===== src/rtl/recv_protocol.sv =====
// Serial frame receiver: hunts for the 011111 start sequence, deserializes a
// DATA_W-bit payload, checks the trailing guard bit and hands words off via valid/ack.
module recv_protocol #(
  parameter int                 DATA_W    = 55,
  parameter int                 SEQ_LEN   = 6,
  parameter logic [SEQ_LEN-1:0] START_SEQ = 6'b011111
) (
  input  logic              clk,
  input  logic              rst,
  input  logic              S_Data,
  input  logic              rx_ack,
  output logic [DATA_W-1:0] RX_Data,
  output logic              rx_valid,
  output logic              rx_busy,
  output logic              frame_err,
  output logic              overrun
);

  localparam int CNT_W = $clog2(DATA_W + 1);

  typedef enum logic [1:0] {
    HUNT  = 2'b00,
    RECV  = 2'b01,
    GUARD = 2'b10
  } state_t;

  state_t              state, state_d;
  logic [SEQ_LEN-1:0]  hsr, hsr_d, hunt_win;
  logic [CNT_W-1:0]    cnt, cnt_d;
  logic [DATA_W-1:0]   sr, sr_d;
  logic [DATA_W-1:0]   rx_data_d;
  logic                rx_valid_d, rx_busy_d, frame_err_d, overrun_d;

  assign hunt_win = {hsr[SEQ_LEN-2:0], S_Data};

  always_comb begin
    // NOTE: every combinational output gets a default first so no path can infer a latch.
    state_d     = state;
    hsr_d       = hsr;
    cnt_d       = cnt;
    sr_d        = sr;
    rx_data_d   = RX_Data;
    rx_valid_d  = rx_valid & ~rx_ack;
    frame_err_d = 1'b0;
    overrun_d   = 1'b0;

    unique case (state)
      HUNT: begin
        hsr_d = hunt_win;
        if (hunt_win == START_SEQ) begin
          state_d = RECV;
          cnt_d   = CNT_W'(DATA_W);
        end
      end
      RECV: begin
        sr_d  = {sr[DATA_W-2:0], S_Data};
        cnt_d = cnt - CNT_W'(1);
        if (cnt == CNT_W'(1)) state_d = GUARD;
      end
      GUARD: begin
        if (!S_Data) begin
          rx_data_d  = sr;
          rx_valid_d = 1'b1;
          // An ack on the commit edge consumes the old word, so it is not an overrun.
          overrun_d  = rx_valid & ~rx_ack;
        end else begin
          frame_err_d = 1'b1;
        end
        state_d = HUNT;
        hsr_d   = '1;
      end
      default: begin
        state_d = HUNT;
        hsr_d   = '1;
      end
    endcase

    rx_busy_d = (state_d == RECV) || (state_d == GUARD);
  end

  // NOTE: sequential state uses non-blocking assignments so all registers update together.
  always_ff @(posedge clk or posedge rst) begin
    if (rst) begin
      state     <= HUNT;
      hsr       <= '1;
      cnt       <= '0;
      RX_Data   <= '0;
      rx_valid  <= 1'b0;
      rx_busy   <= 1'b0;
      frame_err <= 1'b0;
      overrun   <= 1'b0;
    end else begin
      state     <= state_d;
      hsr       <= hsr_d;
      cnt       <= cnt_d;
      RX_Data   <= rx_data_d;
      rx_valid  <= rx_valid_d;
      rx_busy   <= rx_busy_d;
      frame_err <= frame_err_d;
      overrun   <= overrun_d;
    end
  end

  // NOTE: the payload shift register is fully overwritten before use, so it carries no reset.
  always_ff @(posedge clk) begin
    sr <= sr_d;
  end

endmodule


===== config.mk =====
export PLATFORM = sky130hd
export DESIGN_NAME = recv_protocol
export DESIGN_NICKNAME = d
export VERILOG_FILES = /design/src/rtl/recv_protocol.sv
export SDC_FILE = /design/constraint.sdc
export NUM_CORES = 1
export LEC_CHECK = 0
export BUFFER_PORTS_ARGS = -buffer_cell sky130_fd_sc_hd__buf_2
export CORE_MARGIN = 2
export CORE_UTILIZATION = 51
export CTS_CLUSTER_SIZE = 30
export DETAILED_ROUTE_END_ITERATION = 8
export GPL_ROUTABILITY_DRIVEN = 0
export PLACE_DENSITY = 0.73
export SLEW_MARGIN = 10
export SYNTH_ARGS = -nofsm -noshare
export SYNTH_HDL_FRONTEND = slang
export SYNTH_SLANG_ARGS = --single-unit

===== constraint.sdc =====
create_clock -name clk -period 2.1 [get_ports clk]
set_clock_uncertainty 0.1 [all_clocks]
set_input_delay 0.105 -clock clk [delete_from_list [all_inputs] [get_ports clk]]
set_output_delay 0.105 -clock clk [all_outputs]
set_load 0.02 [all_outputs]

==> out/results.tsv, run 1 <==
stage	metric	value	unit
clocking	setup bufs post-CTS	0	
worst_setup_path	worst path required time	2.38	ns
outcome	status	finished, final reports clean	
sta	Final period util	0.848	
floorplan	Die Area	9610	µm²
worst_setup_path	WP data arrival	2.06	ns
final_layout	Final nets	335	
sta	min Tclk post-route	1.78	ns
sta	Total Neg Setup Slack	0	ns
global_route	largest net degree at the start of global routing	56	
synthesis	synthesized cell area	4510	µm²
clocking	H-tree Lvls	4	
routing	vias per std cell	5.15	
clocking	clock buffer depth	2	
worst_setup_path	Worst Path Class, Setup	register to register	
worst_setup_path	crit-path max FO	51	
clocking	Skew-Pair Late Insertion Delay	0.50	ns
sta	Final Max Tran Viols	0	
floorplan	Initial Utilization	0.522	
global_route	first-pass GRT wire length	12000	µm
final_layout	Area Growth Syn to Fin	23.8	%
global_route	grt ovf	0	
synthesis	sequential area share after synthesis	0.767	
synthesis	Synth Register Bits	127	
global_route	gr usage total	0.164	
clocking	PostCTS Resize Cnt	0	
power	Peak VDD IR	0.659	mV
synthesis	asr flop ratio synth	0.567	
power	Leakage	0.00270	µW
sta	unrepaired setup endpoints after global routing	no	
synthesis	syn_nets	253	
floorplan	core footprint	8640	µm²
floorplan	Die Span Y	98.1	µm
synthesis	ys flop type	dfrtp_1	
placed_design	placed cells	415	
routing	drt initial violations	108	
synthesis	synthesized instance count	247	
floorplan	Core Rows	34	
sta	Fmax achieved	562	MHz
sta	Slew headroom	0.724	
final_layout	Antenna Cells	0	
routing	Routed Antenna Nets	0	
final_layout	Post-Layout Cell Count	450	
clocking	TritonCTS buffer count	17	
synthesis	synth unique cells	36	
worst_setup_path	Setup crit end kind	register	
placed_design	DP Wirelength	4320	µm
flow_run	max_cap viols	0	
power	PD cells	1340	nW/µm²
synthesis	syn_area_per_cell	18.3	µm²
sta	Setup Viol. Count Final	0	
final_layout	ratio of cells with drive above 1 in the final layout	0.386	
placed_design	Port Buffers	62	
routing	via count	2318	
floorplan	Die Width	98.1	µm
clocking	CTS tree	done	
routing	DRC errors left	0	
global_route	initial antenna violation count	0	
floorplan	Ports	63	
worst_hold_path	hold crit path type	primary input to async pin	
worst_setup_path	critical path startpoint category	register	
sta	worst-margin pin slew	0.414	ns
routing	routed wire length	7190	µm
clocking	CTS root buf	clkbuf_8	
sta	final number of hold-violating endpoints	0	
synthesis	EDFF count, synth	55	
synthesis	Synth warnings	0	
worst_setup_path	worst reg-to-reg setup slack	0.32	ns
routing	WL/cell	16.0	µm
clocking	CTS sink count	127	
global_route	vias in the first global route	2316	
clocking	clock transition at the registers of the reported paths	0.06	ns
routing	TritonRoute pass-1 iters	4	
where the power goes:
group	internal, µW	switching, µW	total, µW
Combinational	263	473	735
Sequential	3550	396	3950
Clock	1790	991	2780
Total	5610	1860	7470
Yosys cell counts (2+ instances only):
cell      instances  share of area
dfrtp_1          67           0.37
edfxtp_1         55           0.37
mux2_1           29          0.072
mux2_2           27          0.067
inv_1             8         0.0067
mux2i_1           7          0.016
nand2_1           6         0.0050
dfstp_2           5          0.029
nor2_1            4         0.0033
a211oi_1          3         0.0050
buf_2             3         0.0033
buf_6             3         0.0075
a21oi_1           2         0.0022
and4_1            2         0.0039
ha_1              2         0.0055
nand2b_1          2         0.0028
nor3_1            2         0.0022
nor3b_1           2         0.0033
logic make-up after synthesis:
group	synth area share
DFF	0.767
muxes	0.155
and+or+nand+nor	0.0358
buffers and inverters	0.0208
AOI/OAI and AO/OA	0.0158
adders and majority gates	0.00555
timing repair:
item,4_1_cts,5_1_grt
endpoints found under the setup margin,0,0
endpoints found under the hold margin,72,0
hold buffers,3,0
cells in the final DEF, fill, tap and decap left out, types with 2 or more instances in the layout:
cell	netlist	layout
inv_1	8	6
buf_12	0	3
mux2_2	27	27
dlygate4sd3_1	0	3
nor2_1	4	4
nand2b_1	2	2
dfrtp_1	67	67
edfxtp_1	55	55
dfstp_2	5	5
buf_2	3	62
nor3b_1	2	2
and4_1	2	2
clkinv_2	0	4
clkinv_1	0	2
a211oi_1	3	3
nor3_1	2	2
mux2i_1	7	7
mux2_1	29	29
bufinv_16	0	3
clkbuf_1	1	3
ha_1	2	2
clkbuf_16	0	16
inv_2	1	2
nand2_1	6	6
buf_4	1	3
clkinvlp_4	0	2
a21oi_1	2	2
layout make-up:
type | count | area, µm²
tap | 108 | 135
clock inverter | 12 | 143
fill | 591 | 3050
inverter | 9 | 37.5
multi-input combinational | 103 | 965
clock buffer | 20 | 425
timing repair buffer | 71 | 423
sequential | 127 | 3460
metrics by stage:
| stage | total power, µW | worst slack [ns] | hold WS (ns) | utilization | area (µm²) |
|---|---|---|---|---|---|
| floorplan | 4340 | 0.0784 | 0.104 | - | 4520 |
| global placement | 4670 | 0.405 | 0.0216 | 0.578 | 4990 |
| detailed placement | 4720 | 0.364 | 0.0224 | 0.578 | 4990 |
| CTS | 7540 | 0.316 | 0.0198 | 0.647 | 5590 |
| global route | 7840 | 0.206 | 0.0678 | 0.647 | 5590 |
| finish | 7470 | 0.320 | 0.0362 | 0.647 | 5590 |
worst max-delay path, stage by stage, from the launching register on:
cell     delay, ns
dfrtp_1       0.46
inv_2         0.15
nor3_4        0.24
buf_12        0.28
mux2_2        0.37
final timing paths:
path | from | endpoint | cells after the start
setup / recovery | state[1] | RX_Data[43] | 4
hold / removal | rst | RX_Data[4] | 3
setup reg to reg | state[1] | RX_Data[43] | 4
hold reg to reg | sr[44] | sr[45] | 0
max in group asynchronous | rst | hsr[4] | 4
min in group clk | sr[44] | sr[45] | 0
state kept, by name, indices dropped and copies added (netlist names):
| name | cells |
|---|---|
| rx_busy | 1 |
| frame_err | 1 |
| state | 2 |
| RX_Data | 55 |
| cnt | 6 |
| hsr | 5 |
| overrun | 1 |
| rx_valid | 1 |
| sr | 55 |
routing by layer:
layer,global-route usage,part of all wire,up-vias
met2,0.230,0.44,59
li1,-,-,1077
met5,0,0,-
met4,0.0705,0.013,0
met1,0.231,0.49,1172
met3,0.0644,0.052,10
Power figures use the tool's default switching activity.
==> run 2, diff against run 1 <==
ABC_AREA = 1   (was default)
clock period = 1.46 ns   (was 2.1 ns; I/O delays follow)
==> run 2 against run 1 <==
  * Global-route usage is 2.6 points higher
  * Register-to-register slack got worse by 0.21 ns
  * Final cell count rose by 31%
  * Wire length rose by 24%
  * Critical path depth is 1 higher
  * Combinational power rose to 2.6 times the previous value
  * Non-clock buffer count up 7
  * Critical endpoint is now hsr[0]
  * Largest cell class unchanged
  * Highest routed layer unchanged
==> out/results.tsv, run 2 <==
stage	metric	value	unit
power	PD cells	2050	nW/µm²
sta	Final period util	0.928	
global_route	initial antenna violation count	0	
routing	Routed Antenna Nets	0	
floorplan	core footprint	8810	µm²
placed_design	total placed instance area	5150	µm²
worst_hold_path	WHS Path Cells	5	
global_route	grt ovf	0	
synthesis	ys flop type	dfrtp_1	
global_route	GRT busiest layer	met2	
global_route	GR Layer Usage met3	0.0506	
synthesis	Adder-Cell Fraction of Synth Area	0.00537	
power	Leakage	0.00289	µW
synthesis	share of the synthesized area in the top cell type	0.360	
power	Peak VDD IR	1.04	mV
worst_setup_path	critical path's largest stage delay	0.58	ns
synthesis	synth unique cells	21	
sta	worst hold slack	0.245	ns
final_layout	Final nets	475	
global_route	first-pass GRT wire length	14600	µm
synthesis	synth cell count leaders	138 x nand2_1, 67 x dfrtp_1, 63 x nand3_1, 55 x edfxtp_1	
placed_design	Port Buffers	62	
outcome	status	finished, final reports clean	
clocking	setup bufs post-CTS	0	
worst_setup_path	Setup crit end kind	async pin	
clocking	H-tree Lvls	4	
final_layout	most frequent cells in the layout	137 x nand2_1, 66 x dfrtp_1, 62 x buf_2	
synthesis	Synth Area in Simple Gates	0.198	
final_layout	Area Growth Syn to Fin	24.0	%
synthesis	syn_area_per_cell	11.9	µm²
synthesis	syn_nets	396	
routing	TritonRoute pass-1 iters	5	
sta	Slew headroom	0.722	
sta	worst-margin pin slew	0.416	ns
sta	Setup Viol. Count Final	0	
synthesis	leading post-synthesis cells by cell area	dfrtp_1 36%, edfxtp_1 35%, nand2_1 11%	
synthesis	EDFF count, synth	55	
worst_setup_path	critical path startpoint category	primary input	
final_layout	Post-Layout Cell Count	590	
global_route	gr usage total	0.190	
worst_setup_path	Worst Path Class, Setup	primary input to async pin	
synthesis	synthesized instance count	390	
synthesis	Compound-Gate Fraction of Synth Area	0.0107	
clocking	CTS tree	done	
floorplan	Die Span Y	99.6	µm
synthesis	Yosys top cell by area	dfrtp_1	
global_route	met1 global-route usage	0.253	
global_route	largest net degree at the start of global routing	44	
synthesis	Post-Synth XOR/XNOR Area	0	
worst_hold_path	hold crit path type	primary input to register	
floorplan	Die Area	9920	µm²
routing	drt initial violations	193	
final_layout	Antenna Cells	0	
clocking	Skew-Pair Late Insertion Delay	0.52	ns
power	Pwr Total	11900	µW
flow_run	max_cap viols	0	
routing	WL/cell	15.1	µm
worst_setup_path	most frequent CP cell	dlygate4sd3_1	
worst_setup_path	WP data arrival	1.89	ns
placed_design	DP Wirelength	5340	µm
floorplan	Die Width	99.6	µm
final_layout	biggest regs	RX_Data x55, sr x55, cnt x6	
synthesis	largest family of logic cells by synthesized area	simple AND/OR/NAND/NOR gates	
worst_setup_path	worst-path cell chain	dlygate4sd3_1, buf_2, dlygate4sd3_1, clkinvlp_4, buf_12	
floorplan	Ports	63	
synthesis	top-count cell post-synth	nand2_1	
synthesis	asr flop ratio synth	0.567	
sta	Final Max Tran Viols	0	
sta	Fmax achieved	738	MHz
final_layout	most common cell after layout, fill and taps aside	nand2_1	
worst_setup_path	CP max stage cell	dlygate4sd3_1	
global_route	M2 GR Usage	0.297	
routing	via count	3075	
clocking	clock buffer depth	2	
final_layout	Design Area, Final	5780	µm²
clocking	CTS sink count	127	
global_route	vias in the first global route	3025	
sta	min Tclk post-route	1.35	ns
synthesis	Synth Register Bits	127	
synthesis	sequential area share after synthesis	0.742	
worst_setup_path	worst path required time	2.00	ns
clocking	CTS root buf	clkbuf_8	
synthesis	synthesized cell area	4660	µm²
worst_setup_path	worst reg-to-reg setup slack	0.11	ns
sta	final number of hold-violating endpoints	0	
clocking	TritonCTS buffer count	17	
sta	unrepaired setup endpoints after global routing	no	
synthesis	Synth warnings	0	
final_layout	ratio of cells with drive above 1 in the final layout	0.253	
routing	DRC errors left	0	
floorplan	Core Rows	34	
worst_setup_path	worst r2r path cells	7	
routing	vias per std cell	5.21	
clocking	clock transition at the registers of the reported paths	0.06	ns
routing	routed wire length	8900	µm
placed_design	placed cells	553	
synthesis	mux cell area share after synthesis	0	
worst_setup_path	crit-path max FO	27	
floorplan	Initial Utilization	0.529	
-- run 2: changes by cell type after synthesis, sizes merged, moves of 3 or more --
cell | previous run | this run
nand2 | 6 | 139
inv | 9 | 15
mux2i | 7 | 0
buf | 7 | 15
a211oi | 3 | 0
nor2 | 4 | 15
a21oi | 2 | 5
mux2 | 56 | 0
nand3 | 0 | 63
-- run 2: layer usage --
| metal | vias up | routed length [µm] |
|---|---|---|
| met2 | 92 | 4270 |
| met1 | 1511 | 3970 |
| li1 | 1454 | - |
| met3 | 18 | 461 |
| met4 | 0 | 197 |
| met5 | - | 0 |
-- run 2: kinds of logic (layout without fill, tap and decap cells) --
kind of cell,count (synthesis),in the layout
compound gates,8,8
simple gates,220,220
flops,127,127
buf+inv,33,125
fa+ha+maj,2,2
-- run 2: per-stage QoR --
step | TNS, ns | setup slack (ns) | utilization
floorplan | -31.26 | -0.513 | -
CTS | 0 | 0.0481 | 0.653
global route | 0 | 0.00647 | 0.656
global placement | 0 | 0.124 | 0.585
detailed placement | 0 | 0.0661 | 0.585
finish | 0 | 0.105 | 0.656
-- run 2: power breakdown --
part,leakage [µW],internal [µW],switching (µW)
clock,0.000258,2430,1560
sequential,0.00150,5280,673
combinational,0.00113,655,1270
total,0.00289,8360,3500
-- run 2: area by class of cell --
class	instances	area, µm²
clock buffer	19	422
clock inverter	13	141
fill	649	3030
inverter	15	62.6
multi-input combinational	230	1020
sequential	127	3460
tap	108	135
timing repair buffer	78	533
-- run 2: path summary, 6_finish.rpt --
| path | start | to |
|---|---|---|
| setup reg to reg | state[0] | cnt[2] |
| max in group clk | state[0] | cnt[2] |
| setup / recovery | rst | hsr[0] |
| hold reg to reg | sr[21] | sr[22] |
| hold / removal | rx_ack | overrun |
| min in group asynchronous | rst | RX_Data[1] |
-- run 2: worst max-delay path, delay by kind of cell --
kind / cells / cell delay [ns]
buf+inv: 5 / 1.80
-- run 2: what timing repair did --
item	CTS	global route
hold endpoints to repair	87	0
hold buffers	4	0
resized for setup	0	2
endpoints found under the setup margin	0	5
==> run 3, diff against run 2 <==
ABC_AREA = 0   (was 1)
CORE_UTILIZATION = 53   (was 51)
CTS_BUF_LIST = sky130_fd_sc_hd__clkbuf_4 sky130_fd_sc_hd__clkbuf_8   (was default)
PLACE_DENSITY = 0.75   (was 0.73)
==> run 3 against run 2 <==
  * The run now ends with negative setup slack left
  * Critical path depth unchanged
  * Clock power down 13%
  * Setup slack worse by 0.21 ns
  * Final area up 4.9%
  * Critical path type is now register to register
  * Critical endpoint is now RX_Data[32]
  * Largest power group unchanged
==> out/results.tsv, run 3 (synthesized netlist as in run 1, its figures left out) <==
stage	metric	value	unit
worst_setup_path	crit-path max FO	9	
final_layout	Final nets	359	
final_layout	biggest regs	RX_Data x55, sr x55, cnt x6	
clocking	CTS sink count	127	
worst_setup_path	WP data arrival	1.76	ns
power	Peak VDD IR	1.13	mV
global_route	gr usage total	0.188	
placed_design	Placement Setup Slack	-0.134	ns
final_layout	Area Growth Syn to Fin	34.3	%
clocking	CTS root buf	clkbuf_8	
sta	Final Max Tran Viols	0	
floorplan	Initial Utilization	0.549	
power	PD cells	1780	nW/µm²
clocking	clock buffer depth	2	
final_layout	Core Util, Final	0.738	
floorplan	core footprint	8220	µm²
worst_setup_path	Setup crit end kind	register	
worst_setup_path	Worst Path Class, Setup	register to register	
sta	min Tclk post-route	1.57	ns
floorplan	Core Rows	33	
clocking	clock transition at the registers of the reported paths	0.07	ns
clocking	CTS tree	done	
routing	vias per std cell	5.27	
placed_design	Port Buffers	62	
placed_design	placed cells	427	
flow_run	max_cap viols	0	
global_route	largest net degree at the start of global routing	73	
sta	Final period util	1.07	
sta	unrepaired setup endpoints after global routing	yes	
routing	WL/cell	18.5	µm
clocking	TritonCTS buffer count	17	
sta	Slew headroom	0.734	
routing	Routed Antenna Nets	0	
final_layout	most common cell after layout, fill and taps aside	dfrtp_1	
outcome	status	finished with violations	
floorplan	Die Span Y	96.3	µm
worst_setup_path	worst path required time	1.65	ns
worst_hold_path	hold crit path type	primary input to register	
global_route	vias in the first global route	2366	
final_layout	Post-Layout Cell Count	471	
clocking	Skew-Pair Late Insertion Delay	0.42	ns
sta	final worst slack	-0.105	ns
sta	worst hold slack	0.0898	ns
clocking	H-tree Lvls	4	
floorplan	Ports	63	
final_layout	ratio of cells with drive above 1 in the final layout	0.538	
sta	Fmax achieved	639	MHz
global_route	first-pass GRT wire length	12600	µm
power	Leakage	0.00283	µW
routing	via count	2481	
placed_design	DP Wirelength	4790	µm
final_layout	Antenna Cells	0	
global_route	grt ovf	0	
routing	routed wire length	8720	µm
routing	DRC errors left	0	
sta	final number of hold-violating endpoints	0	
global_route	initial antenna violation count	0	
worst_setup_path	critical path startpoint category	register	
floorplan	Die Area	9270	µm²
routing	TritonRoute pass-1 iters	4	
routing	drt initial violations	131	
outcome	failing checks	negative setup slack	
sta	worst-margin pin slew	0.398	ns
floorplan	Die Width	96.3	µm
final_layout	most frequent cells in the layout	64 x dfrtp_1, 62 x buf_2, 55 x edfxtp_1	
sta	Setup Viol. Count Final	112	
## run 3: cell count changes in the layout (fill, tap and decap cells not counted), moves of 7 or more
cell and change:
nor2_1 -9, mux2_4 +53, nand3_1 -61, mux2i_1 +7, nand2_1 -131, buf_4 +10
clkbuf_16 -15, clkbuf_8 +18
## run 3: path summary, 6_finish.rpt
kind	from	to	slack (ns)	depth (start not counted)
min	S_Data	cnt[3]	0.09	4
min reg2reg	sr[20]	sr[21]	0.35	0
max in group asynchronous	rst	hsr[0]	0.72	4
max reg2reg	state[1]	RX_Data[32]	-0.11	5
min in group asynchronous	rst	frame_err	0.21	4
max	state[1]	RX_Data[32]	-0.11	5
## run 3: what timing repair did
action,CTS,global route
gates cloned,1,3
endpoints found under the setup margin,57,97
endpoints found under the hold margin,77,0
pin swaps,2,3
gates resized for setup,17,23
buffers inserted,4,1
hold buffers,3,0
## run 3: report_power, final
group	total, µW	internal [µW]	switching (µW)
clock	3450	2130	1320
combinational	1620	726	891
sequential	5730	5110	621
total	10800	7960	2840
## run 3: stage by stage
step | power, µW | area (µm²) | TNS (ns)
finish | 10800 | 6060 | -7.00
global route | 11300 | 6060 | -12.05
CTS | 10500 | 5900 | -3.70
detailed placement | 7030 | 5290 | -5.29
global placement | 6950 | 5290 | -2.85
floorplan | 6290 | 4650 | -23.99
## run 3: final cells by class
type / count / area [µm²]
tap: 105 / 131
multi-input combinational: 103 / 1220
timing repair buffer: 95 / 748
inverter: 9 / 41.3
clock buffer: 20 / 269
sequential: 127 / 3460
fill: 474 / 2160
clock inverter: 12 / 189
## run 3: critical path: stages (launching register included)
cell and delay, ns:
dfrtp_2 0.38, inv_2 0.06, nor3_4 0.22, buf_12 0.20, clkbuf_16 0.17, mux2_4 0.30
## run 3: layer usage
layer,track usage,vias up,part of all wire
met2,0.273,61,0.49
met3,0.0658,10,0.049
li1,-,1122,-
met1,0.270,1288,0.46
met4,0.0571,0,0.010
met5,0,-,0
